**config.mk**
```make
export PLATFORM = sky130hd
export DESIGN_NAME = frame_render_ctrl
export DESIGN_NICKNAME = d
export VERILOG_FILES = /design/src/rtl/render_pkg.sv /design/src/rtl/rect_walker.sv /design/src/rtl/frame_render_ctrl.sv
export SDC_FILE = /design/constraint.sdc
export NUM_CORES = 1
export LEC_CHECK = 0
export BUFFER_PORTS_ARGS = -buffer_cell sky130_fd_sc_hd__buf_2
export CORE_UTILIZATION = 47
export DETAILED_ROUTE_END_ITERATION = 16
export PLACE_DENSITY = 0.73
export SETUP_SLACK_MARGIN = 0.05
export SYNTH_ARGS = -nofsm -noshare
export SYNTH_HDL_FRONTEND = slang
export SYNTH_HIERARCHICAL = 1
export SYNTH_SLANG_ARGS = --single-unit
```
**constraint.sdc**
```tcl
create_clock -name clk -period 9.05 [get_ports clk]
set_clock_uncertainty 0.1 [all_clocks]
set_input_delay 1.81 -clock clk [delete_from_list [all_inputs] [get_ports clk]]
set_output_delay 1.81 -clock clk [all_outputs]
set_load 0.02 [all_outputs]
```
**src/rtl/render_pkg.sv**
```systemverilog
// Shared colours, FSM encoding and address helper for the frame renderer.
package render_pkg;

  localparam int unsigned COLOR_W = 24;

  localparam logic [COLOR_W-1:0] BKCOLOR = 24'hFFFFFF;
  localparam logic [COLOR_W-1:0] BLOCK   = 24'hF0FFF0;
  localparam logic [COLOR_W-1:0] DOODLE  = 24'h08FF08;

  typedef enum logic [2:0] {
    ST_IDLE,
    ST_CLEAR,
    ST_FETCH,
    ST_WAIT,
    ST_DRAW_BLK,
    ST_NEXT,
    ST_DRAW_DOODLE,
    ST_DONE
  } render_state_e;

  // Column-major framebuffer address: x selects the column, y the row within it.
  function automatic logic [31:0] pix_addr(input logic [31:0] x,
                                           input logic [31:0] y,
                                           input logic [31:0] height);
    return x * height + y;
  endfunction

endpackage

```
**src/rtl/rect_walker.sv**
```systemverilog
// Rectangle rasteriser: walks (org+dx, org+dy), dy inner, dx outer, and issues
// one framebuffer write per on-screen pixel through a valid/ready handshake.
module rect_walker
  import render_pkg::*;
#(
  parameter int unsigned SCREEN_WIDTH  = 400,
  parameter int unsigned SCREEN_HEIGHT = 700,
  parameter int unsigned COORD_W       = 16,
  parameter int unsigned ADDR_W        = 18
) (
  input  logic               clk,
  input  logic               rst_n,
  input  logic               go_i,
  input  logic [COORD_W-1:0] org_x_i,
  input  logic [COORD_W-1:0] org_y_i,
  input  logic [COORD_W-1:0] width_i,
  input  logic [COORD_W-1:0] height_i,
  input  logic [COLOR_W-1:0] color_i,
  input  logic               wr_ready_i,
  output logic               wr_valid_o,
  output logic [ADDR_W-1:0]  wr_addr_o,
  output logic [COLOR_W-1:0] wr_color_o,
  output logic               done_o
);

  localparam int unsigned SUM_W = COORD_W + 1;

  logic [COORD_W-1:0] ox_q, oy_q, w_q, h_q, dx_q, dy_q;
  logic [COLOR_W-1:0] col_q;
  logic               run_q, pend_q, done_q;
  logic               wr_valid_q;
  logic [ADDR_W-1:0]  wr_addr_q;
  logic [COLOR_W-1:0] wr_color_q;

  logic [SUM_W-1:0]   px_c, py_c;
  logic [ADDR_W:0]    addr_c;
  logic               clip_c, out_free_c, last_c, col_end_c;

  // Current pixel position, one bit wider than a coordinate so it never wraps.
  assign px_c = SUM_W'(ox_q) + SUM_W'(dx_q);
  assign py_c = SUM_W'(oy_q) + SUM_W'(dy_q);
  assign addr_c = (ADDR_W+1)'(pix_addr(32'(px_c), 32'(py_c), SCREEN_HEIGHT));
  assign clip_c = (px_c >= SUM_W'(SCREEN_WIDTH)) || (py_c >= SUM_W'(SCREEN_HEIGHT)) ||
                  (addr_c >= (ADDR_W+1)'(SCREEN_WIDTH * SCREEN_HEIGHT));
  assign out_free_c = !wr_valid_q || wr_ready_i;
  assign col_end_c  = (dy_q == h_q - COORD_W'(1));
  assign last_c     = col_end_c && (dx_q == w_q - COORD_W'(1));

  // Pixel walk; the output register only reloads once the pending write is accepted.
  always_ff @(posedge clk or negedge rst_n) begin
    if (!rst_n) begin
      ox_q       <= '0;
      oy_q       <= '0;
      w_q        <= '0;
      h_q        <= '0;
      dx_q       <= '0;
      dy_q       <= '0;
      col_q      <= '0;
      run_q      <= 1'b0;
      pend_q     <= 1'b0;
      done_q     <= 1'b0;
      wr_valid_q <= 1'b0;
      wr_addr_q  <= '0;
      wr_color_q <= '0;
    end else begin
      done_q <= 1'b0;
      if (go_i) begin
        ox_q   <= org_x_i;
        oy_q   <= org_y_i;
        w_q    <= width_i;
        h_q    <= height_i;
        col_q  <= color_i;
        dx_q   <= '0;
        dy_q   <= '0;
        run_q  <= 1'b1;
        pend_q <= 1'b1;
      end else if (pend_q && out_free_c) begin
        if (run_q) begin
          // Clipped pixels spend one cycle with no write and still advance.
          wr_valid_q <= !clip_c;
          if (!clip_c) begin
            wr_addr_q  <= ADDR_W'(addr_c);
            wr_color_q <= col_q;
          end
          if (last_c) begin
            run_q <= 1'b0;
          end else if (col_end_c) begin
            dy_q <= '0;
            dx_q <= dx_q + COORD_W'(1);
          end else begin
            dy_q <= dy_q + COORD_W'(1);
          end
        end else begin
          wr_valid_q <= 1'b0;
          pend_q     <= 1'b0;
          done_q     <= 1'b1;
        end
      end
    end
  end

  assign wr_valid_o = wr_valid_q;
  assign wr_addr_o  = wr_addr_q;
  assign wr_color_o = wr_color_q;
  assign done_o     = done_q;

endmodule

```
**src/rtl/frame_render_ctrl.sv**
```systemverilog
// Frame sequencer: clear, paint active platforms from the block table, then the doodle.
module frame_render_ctrl
  import render_pkg::*;
#(
  parameter int unsigned SCREEN_WIDTH  = 400,
  parameter int unsigned SCREEN_HEIGHT = 700,
  parameter int unsigned BLOCK_WIDTH   = 40,
  parameter int unsigned BLOCK_HEIGHT  = 5,
  parameter int unsigned DOODLE_SIZE   = 8,
  parameter int unsigned MAX_BLOCKS    = 16,
  parameter int unsigned COORD_W       = 16,
  parameter int unsigned ADDR_W        = $clog2(SCREEN_WIDTH * SCREEN_HEIGHT),
  parameter int unsigned IDX_W         = $clog2(MAX_BLOCKS)
) (
  input  logic               clk,
  input  logic               rst_n,
  input  logic               start_i,
  input  logic [COORD_W-1:0] doodle_x_i,
  input  logic [COORD_W-1:0] doodle_y_i,
  output logic [IDX_W-1:0]   blk_idx_o,
  input  logic [COORD_W-1:0] blk_x_i,
  input  logic [COORD_W-1:0] blk_y_i,
  input  logic               blk_active_i,
  output logic               wr_valid_o,
  input  logic               wr_ready_i,
  output logic [ADDR_W-1:0]  wr_addr_o,
  output logic [COLOR_W-1:0] wr_color_o,
  output logic               busy_o,
  output logic               frame_done_o
);

  render_state_e      state_q;
  logic               busy_q, frame_done_q, go_q;
  logic [IDX_W-1:0]   blk_idx_q;
  logic [COORD_W-1:0] snap_x_q, snap_y_q;
  logic [COORD_W-1:0] org_x_q, org_y_q, size_w_q, size_h_q;
  logic [COLOR_W-1:0] color_q;
  logic               walk_done;

  // Frame FSM; each drawing phase loads the walker's rectangle and pulses go_q.
  always_ff @(posedge clk or negedge rst_n) begin
    if (!rst_n) begin
      state_q      <= ST_IDLE;
      busy_q       <= 1'b0;
      frame_done_q <= 1'b0;
      go_q         <= 1'b0;
      blk_idx_q    <= '0;
      snap_x_q     <= '0;
      snap_y_q     <= '0;
      org_x_q      <= '0;
      org_y_q      <= '0;
      size_w_q     <= '0;
      size_h_q     <= '0;
      color_q      <= '0;
    end else begin
      go_q         <= 1'b0;
      frame_done_q <= 1'b0;
      unique case (state_q)
        ST_IDLE: if (start_i) begin
          snap_x_q <= doodle_x_i;
          snap_y_q <= doodle_y_i;
          busy_q   <= 1'b1;
          org_x_q  <= '0;
          org_y_q  <= '0;
          size_w_q <= COORD_W'(SCREEN_WIDTH);
          size_h_q <= COORD_W'(SCREEN_HEIGHT);
          color_q  <= BKCOLOR;
          go_q     <= 1'b1;
          state_q  <= ST_CLEAR;
        end
        ST_CLEAR: if (walk_done) begin
          blk_idx_q <= '0;
          state_q   <= ST_FETCH;
        end
        ST_FETCH: state_q <= ST_WAIT;
        ST_WAIT: begin
          if (blk_active_i) begin
            org_x_q  <= blk_x_i;
            org_y_q  <= blk_y_i;
            size_w_q <= COORD_W'(BLOCK_WIDTH);
            size_h_q <= COORD_W'(BLOCK_HEIGHT);
            color_q  <= BLOCK;
            go_q     <= 1'b1;
            state_q  <= ST_DRAW_BLK;
          end else begin
            state_q <= ST_NEXT;
          end
        end
        ST_DRAW_BLK: if (walk_done) state_q <= ST_NEXT;
        ST_NEXT: begin
          if (blk_idx_q == IDX_W'(MAX_BLOCKS - 1)) begin
            org_x_q  <= snap_x_q;
            org_y_q  <= snap_y_q;
            size_w_q <= COORD_W'(DOODLE_SIZE);
            size_h_q <= COORD_W'(DOODLE_SIZE);
            color_q  <= DOODLE;
            go_q     <= 1'b1;
            state_q  <= ST_DRAW_DOODLE;
          end else begin
            blk_idx_q <= blk_idx_q + IDX_W'(1);
            state_q   <= ST_FETCH;
          end
        end
        ST_DRAW_DOODLE: if (walk_done) begin
          frame_done_q <= 1'b1;
          busy_q       <= 1'b0;
          state_q      <= ST_DONE;
        end
        ST_DONE: state_q <= ST_IDLE;
        default: state_q <= ST_IDLE;
      endcase
    end
  end

  rect_walker #(
    .SCREEN_WIDTH (SCREEN_WIDTH),
    .SCREEN_HEIGHT(SCREEN_HEIGHT),
    .COORD_W      (COORD_W),
    .ADDR_W       (ADDR_W)
  ) u_walker (
    .clk       (clk),
    .rst_n     (rst_n),
    .go_i      (go_q),
    .org_x_i   (org_x_q),
    .org_y_i   (org_y_q),
    .width_i   (size_w_q),
    .height_i  (size_h_q),
    .color_i   (color_q),
    .wr_ready_i(wr_ready_i),
    .wr_valid_o(wr_valid_o),
    .wr_addr_o (wr_addr_o),
    .wr_color_o(wr_color_o),
    .done_o    (walk_done)
  );

  assign blk_idx_o    = blk_idx_q;
  assign busy_o       = busy_q;
  assign frame_done_o = frame_done_q;

endmodule

```
-- After elaboration in Yosys (flattened, before gate mapping)
Cells that the tools add are included.
- logic and storage cells: 140
- flip-flop bits (word level): 297
- output and inout port bits: 50
- $add $sub $neg: 8
- bitwise operators: 2
- reduce and logical (&&, ||, !) cells: 24
- magnitude comparators: 3
- equal/unequal tests: 19
- muxes and demuxes: 58
- multiply operators: 1
- operator list (kind ; count):
    2-to-1 mux 16 bit ; 20
    one-hot mux 16 bit (3 select lines) ; 4
    2-to-1 mux 24 bit ; 3
    one-hot mux 24 bit (3 select lines) ; 1
    adder 16 x 16 -> 17 bit ; 2
    adder 16 x 1 -> 16 bit, second input constant ; 2
    == test 16 bit ; 2
    subtractor 16 x 1 -> 16 bit, second input constant ; 2
    one-hot mux 3 bit (8 select lines) ; 1
    adder 20 x 17 -> 20 bit ; 1
    greater-or-equal comparator 20 x 19 -> 1 bit, second input constant ; 1
    2-to-1 mux 1 bit ; 19
    multiplier 17 x 8 -> 18 bit, second input constant ; 1
    greater-or-equal comparator 17 x 10 -> 1 bit, second input constant ; 1
    greater-or-equal comparator 17 x 9 -> 1 bit, second input constant ; 1
    AND reduction 4 bit ; 4
    2-to-1 mux 3 bit ; 5
    == test 3 bit, second input constant ; 4
    != test 2 bit, second input constant ; 6
    nonzero test 2 bit ; 5
    AND reduction 3 bit ; 3
    2-to-1 mux 4 bit ; 2
    one-hot mux 4 bit (2 select lines) ; 1
    == test 3 x 2 -> 1 bit, second input constant ; 2
    13 further kinds ; 22

-- Longest topological paths before layout
- depth in word-level cells: 7
- depth in mapped cells: 33
- mapped depth without buffers: 32

-- Cells and area by module
Netlist, hierarchy kept.
- modules (own cells, without submodules) (module ; times used ; area each (µm²) ; seq. area each (µm²) ; cells an instance):
    rect_walker ; 1 ; 13007.5 ; 4179.0 ; 1306
    frame_render_ctrl ; 1 ; 3592.2 ; 2001.9 ; 262

-- Worst setup path after synthesis
Ideal clock, no wire load.
- kind: reg2reg
- start point: reg u_walker.dx_q[1]
- end point: reg u_walker.wr_addr_q[10] (netlist: u_walker/wr_addr_o[10])
- data required time: 8.825 ns
- setup slack: 1.396 ns
- arrival: 7.429 ns
- stages on the path, launching flop included: 29
- period minus slack after synthesis: 7.654 ns
- library setup time: 0.125 ns
- path through: dfrtp_1 > clkbuf_1 > inv_1 > fa_1 > nor2b_1 > o21ai_0 > a21boi_0 > ha_1 > fa_1 > fa_1 > inv_1 > fa_1 > inv_1 > ha_1 > or3_1 > a21oi_1 > o21bai_1 > xor2_1 > ha_1 > inv_1 > nor3_1 > a221oi_1 > o21ai_1 > a31oi_1 > nand3b_1 > xnor3_1 > o2111ai_2 > buf_2 > mux2_2
- longest elaborated chain between the ends: 7
- elaborated cells between the ends (all ways): 9
- ends and longest elaborated chain (element ; RTL line ; text):
    start, declared ; rect_walker.sv:28 ; logic [COORD_W-1:0] ox_q, oy_q, w_q, h_q, dx_q, dy_q;
    start signal, assigned ; rect_walker.sv:89 ; dx_q <= dx_q + COORD_W'(1);
    adder 16 x 16 -> 17 bit * ; rect_walker.sv:40 ; assign px_c = SUM_W'(ox_q) + SUM_W'(dx_q);
    multiplier 17 x 8 -> 18 bit ; render_pkg.sv:25 ; return x * height + y;
    adder 20 x 17 -> 20 bit ; render_pkg.sv:25 ;
    greater-or-equal comparator 20 x 19 -> 1 bit ; rect_walker.sv:44 ; (addr_c >= (ADDR_W+1)'(SCREEN_WIDTH * SCREEN_HEIGHT));
    logical OR 1 bit ; rect_walker.sv:43 ; assign clip_c = (px_c >= SUM_W'(SCREEN_WIDTH)) || (py_c >= SUM_W'(SCREEN_HEIGHT)) ||
    inverter 1 bit (no line) ; - ;
    AND reduction 4 bit (no line) ; - ;
    end signal, assigned ; rect_walker.sv:82 ; wr_addr_q <= ADDR_W'(addr_c);
    end, declared ; rect_walker.sv:32 ; logic [ADDR_W-1:0] wr_addr_q;
Every way passes the cells marked *; elsewhere a longest branch is shown, timed or not.
A chain may end at the register's enable or synchronous reset.

-- Worst setup path in the final report
- start point: reg u_walker.dx_q[0]
- end point: reg u_walker.wr_color_q[11] (netlist: u_walker/wr_color_o[11])
- longest elaborated chain between the ends: 7
- elaborated cells between the ends (all ways): 9
- ends and longest elaborated chain (element ; RTL line ; text):
    adder 16 x 16 -> 17 bit * ; rect_walker.sv:40 ;
    multiplier 17 x 8 -> 18 bit ; render_pkg.sv:25 ;
    adder 20 x 17 -> 20 bit ; render_pkg.sv:25 ;
    greater-or-equal comparator 20 x 19 -> 1 bit ; rect_walker.sv:44 ;
    logical OR 1 bit * ; rect_walker.sv:43 ;
    inverter 1 bit (no line) * ; - ;
    AND reduction 4 bit (no line) * ; - ;
    end signal, assigned ; rect_walker.sv:83 ; wr_color_q <= col_q;
    end, declared ; rect_walker.sv:33 ; logic [COLOR_W-1:0] wr_color_q;
Marked as above.

==> reports/results.ini <==
[logic_synthesis]
synth_area_um2 = 16600
synth_edf_count = 0
netlist_instances = 1568
seq_area_frac_synth_pct = 37.24
synthFlopType = dfrtp_1
synth_seq_cells = 247
ys_warn_count = 6
async_flop_share_pct = 100.0
synth_cell_type_count = 85
syn_area_per_cell_um2 = 10.59

[worst_setup_path]
cp_common_cell = fa_1
path_class = register to register
worstPathArrival_ns = 8.74
crit_fanout = 43
cp-end-kind = register
crit_required_ns = 9.41
max_stage_delay_ns = 0.55
cp_slowest_cell = fa_1
crit_path_start_kind = register

[sta]
relSlewSlack_pct = 28.55
period_share_pct = 92.60
drv_slew = 0
finalSetupViolations = 0
period_needed_ns = 8.380
tightest_slew_ns = 1.072
rsz0062_at_grt = false
fin_tns_setup_ns = 0
finalHoldViolations = 0
fmax_mhz = 119.3

[global_route]
grt-ovfl-total = 0
grt_pass1_wl_um = 62330
grt_max_degree = 112
grt_pass1_vias = 12126
gr-usage-all-layers_pct = 21.45
antenna_found_initial = 1

[placement]
dp_hpwl_um = 28310
gp_congestion = 0.9018
place_area_um2 = 17630
numPortBuffers = 118

[floorplan]
start_util_pct = 47.94
coreArea_um2 = 34630
row_count = 68
die_w_um = 189.9
dieArea_um2 = 36070
die_h_um = 189.9
io-pin-count = 119

[layout]
layout.nets = 1910
antenna_cells = 0
drive_gt1_share_pct = 22.70
layout_common_cells = 246 x dfrtp_1, 188 x mux2_2, 134 x inv_1, 117 x buf_2, 110 x ha_1
fin_area_um2 = 18640
nFillCells = 3024
final_common_cell = dfrtp_1
syn2layout_area_growth_pct = 12.27

[clock_tree]
root_buffer = clkbuf_16
cts_sinks = 247
clockBufferDepth = 3
cts_resized = 0
ctsHoldBuffers = 0
cts_setup_buffers = 0
cts_tree = done
cts_made_buffers = 29
htree_levels = 1
clk_pin_slew_worst_paths_ns = 0.06
clk_latency_ns = 0.59

[route]
dr.pass1.iters = 5
vias = 12167
wl_um = 38310
ant_nets = 0
vias_per_cell = 5.633
remaining_drc_errors = 0
drt_iter0_drc = 599
routedWlPerCell_um = 17.74

[job]
maxCapViolations = 0

[run_status]
status = completed

[min_path]
hold_path_class = register to register

## flip-flops by register name, indices dropped and copies added, names as in the netlist, 3 cells and up
register,cells
u_walker/dy_q,16
blk_idx_o,4
u_walker/wr_addr_o,19
u_walker/w_q,16
u_walker/wr_color_o,24
org_y_q,16
state_q,3
u_walker/ox_q,16
u_walker/oy_q,16
color_q,4
snap_y_q,16
org_x_q,16
u_walker/col_q,24
snap_x_q,16
u_walker/dx_q,16
u_walker/h_q,16
## per-stage QoR
| step | setup slack, ns | utilization, % | std cells | hold slack, ns |
|---|---|---|---|---|
| 5_1_grt | 0.1531 | 53.82 | 2160 | 0.4085 |
| 4_1_cts | 0.7101 | 53.82 | 2160 | 0.3858 |
| 2_1_floorplan | 1.396 | - | 1587 | 0.3492 |
| 6_report | 0.6699 | 53.82 | 2160 | 0.3817 |
| 3_3_place_gp | 1.004 | 50.92 | 2108 | 0.3625 |
| 3_5_place_dp | 0.7119 | 50.92 | 2108 | 0.3725 |
## cells by family after synthesis
logic type      count (synthesis)  synth area share [%]
fa+ha+maj                     157                 13.96
simple gates                  335                 10.78
xor+xnor                      105                 5.751
compound gates                322                 13.59
other cells                     1               0.02259
buf+inv                       199                 5.035
flops                         247                 37.24
mux                           202                 13.63
## cells in the mapped netlist, types with 7 or more instances
master,n,share of area (%)
fa_1,47,5.7
a31oi_1,11,0.41
o21bai_1,11,0.50
nand2_1,65,1.5
a21boi_0,7,0.32
o31ai_1,7,0.32
mux2i_1,10,0.60
or3_1,18,0.68
o211ai_1,13,0.59
nand3_1,44,1.3
a21o_1,16,0.72
and2_1,9,0.34
nor3b_1,7,0.32
xor2_1,36,1.9
inv_1,134,3.0
ha_1,110,8.3
nor3_1,30,0.90
a21oi_1,65,2.0
buf_4,7,0.32
or4_1,9,0.41
nor2_1,62,1.4
nand2b_1,7,0.26
nor4_1,14,0.53
nand4_1,12,0.45
xnor2_1,66,3.5
o21ai_0,65,2.0
a32o_1,7,0.42
clkbuf_1,31,0.70
mux2_2,188,13
dfrtp_1,247,37
nand3b_1,8,0.36
a22o_1,26,1.4
nor2b_1,9,0.34
a211o_1,10,0.53
and3_1,12,0.45
o21a_1,19,0.86
a211oi_1,15,0.68
buf_2,20,0.60
## path summary, 6_finish.rpt
kind                                         startpoint                                   to  cells past startpoint  slack (ns)
max in group asynchronous                         rst_n                       go_q$_DFF_PN0_                      2        6.21
min in group asynchronous                         rst_n       u_walker/col_q[10]$_DFFE_PN0P_                      1        1.19
hold reg to reg                 size_w_q[3]$_DFFE_PN0P_              size_w_q[3]$_DFFE_PN0P_                      1        0.38
setup / recovery           u_walker/dx_q[0]$_DFFE_PN0P_  u_walker/wr_color_o[11]$_DFFE_PN0P_                     30        0.67
hold / removal                  size_w_q[3]$_DFFE_PN0P_              size_w_q[3]$_DFFE_PN0P_                      1        0.38
setup reg to reg           u_walker/dx_q[0]$_DFFE_PN0P_  u_walker/wr_color_o[11]$_DFFE_PN0P_                     30        0.67
## critical path: cells and delay by family, from the launching register on
kind	cells	cell delay [ns]
compound gates	8	1.43
xor+xnor	3	0.82
fa+ha+maj	7	2.77
buf+inv	5	0.64
flops	1	0.53
mux	1	0.38
simple gates	6	1.49
## routing by layer
metal | share of wire, % | global-route usage [%] | up-vias
met5 | 0 | 0 | -
met4 | 2.7 | 6.266 | 0
met3 | 5.1 | 2.878 | 68
met2 | 45 | 33.98 | 349
met1 | 47 | 30.57 | 5911
li1 | - | - | 5839
## area by class of cell
| class | instances | area [µm²] | area share, % |
|---|---|---|---|
| Sequential cell | 247 | 6185 | 33.19 |
| Clock inverter | 17 | 246.5 | 1.323 |
| Timing Repair Buffer | 130 | 703.2 | 3.773 |
| Clock buffer | 35 | 758.2 | 4.068 |
| Tap cell | 455 | 569.3 | 3.055 |
| Inverter | 135 | 506.7 | 2.719 |
| Multi-Input combinational cell | 1141 | 9668 | 51.88 |
Power is not shown: default switching activity piles up to over one toggle a cycle in this logic, so the estimate is an artifact.
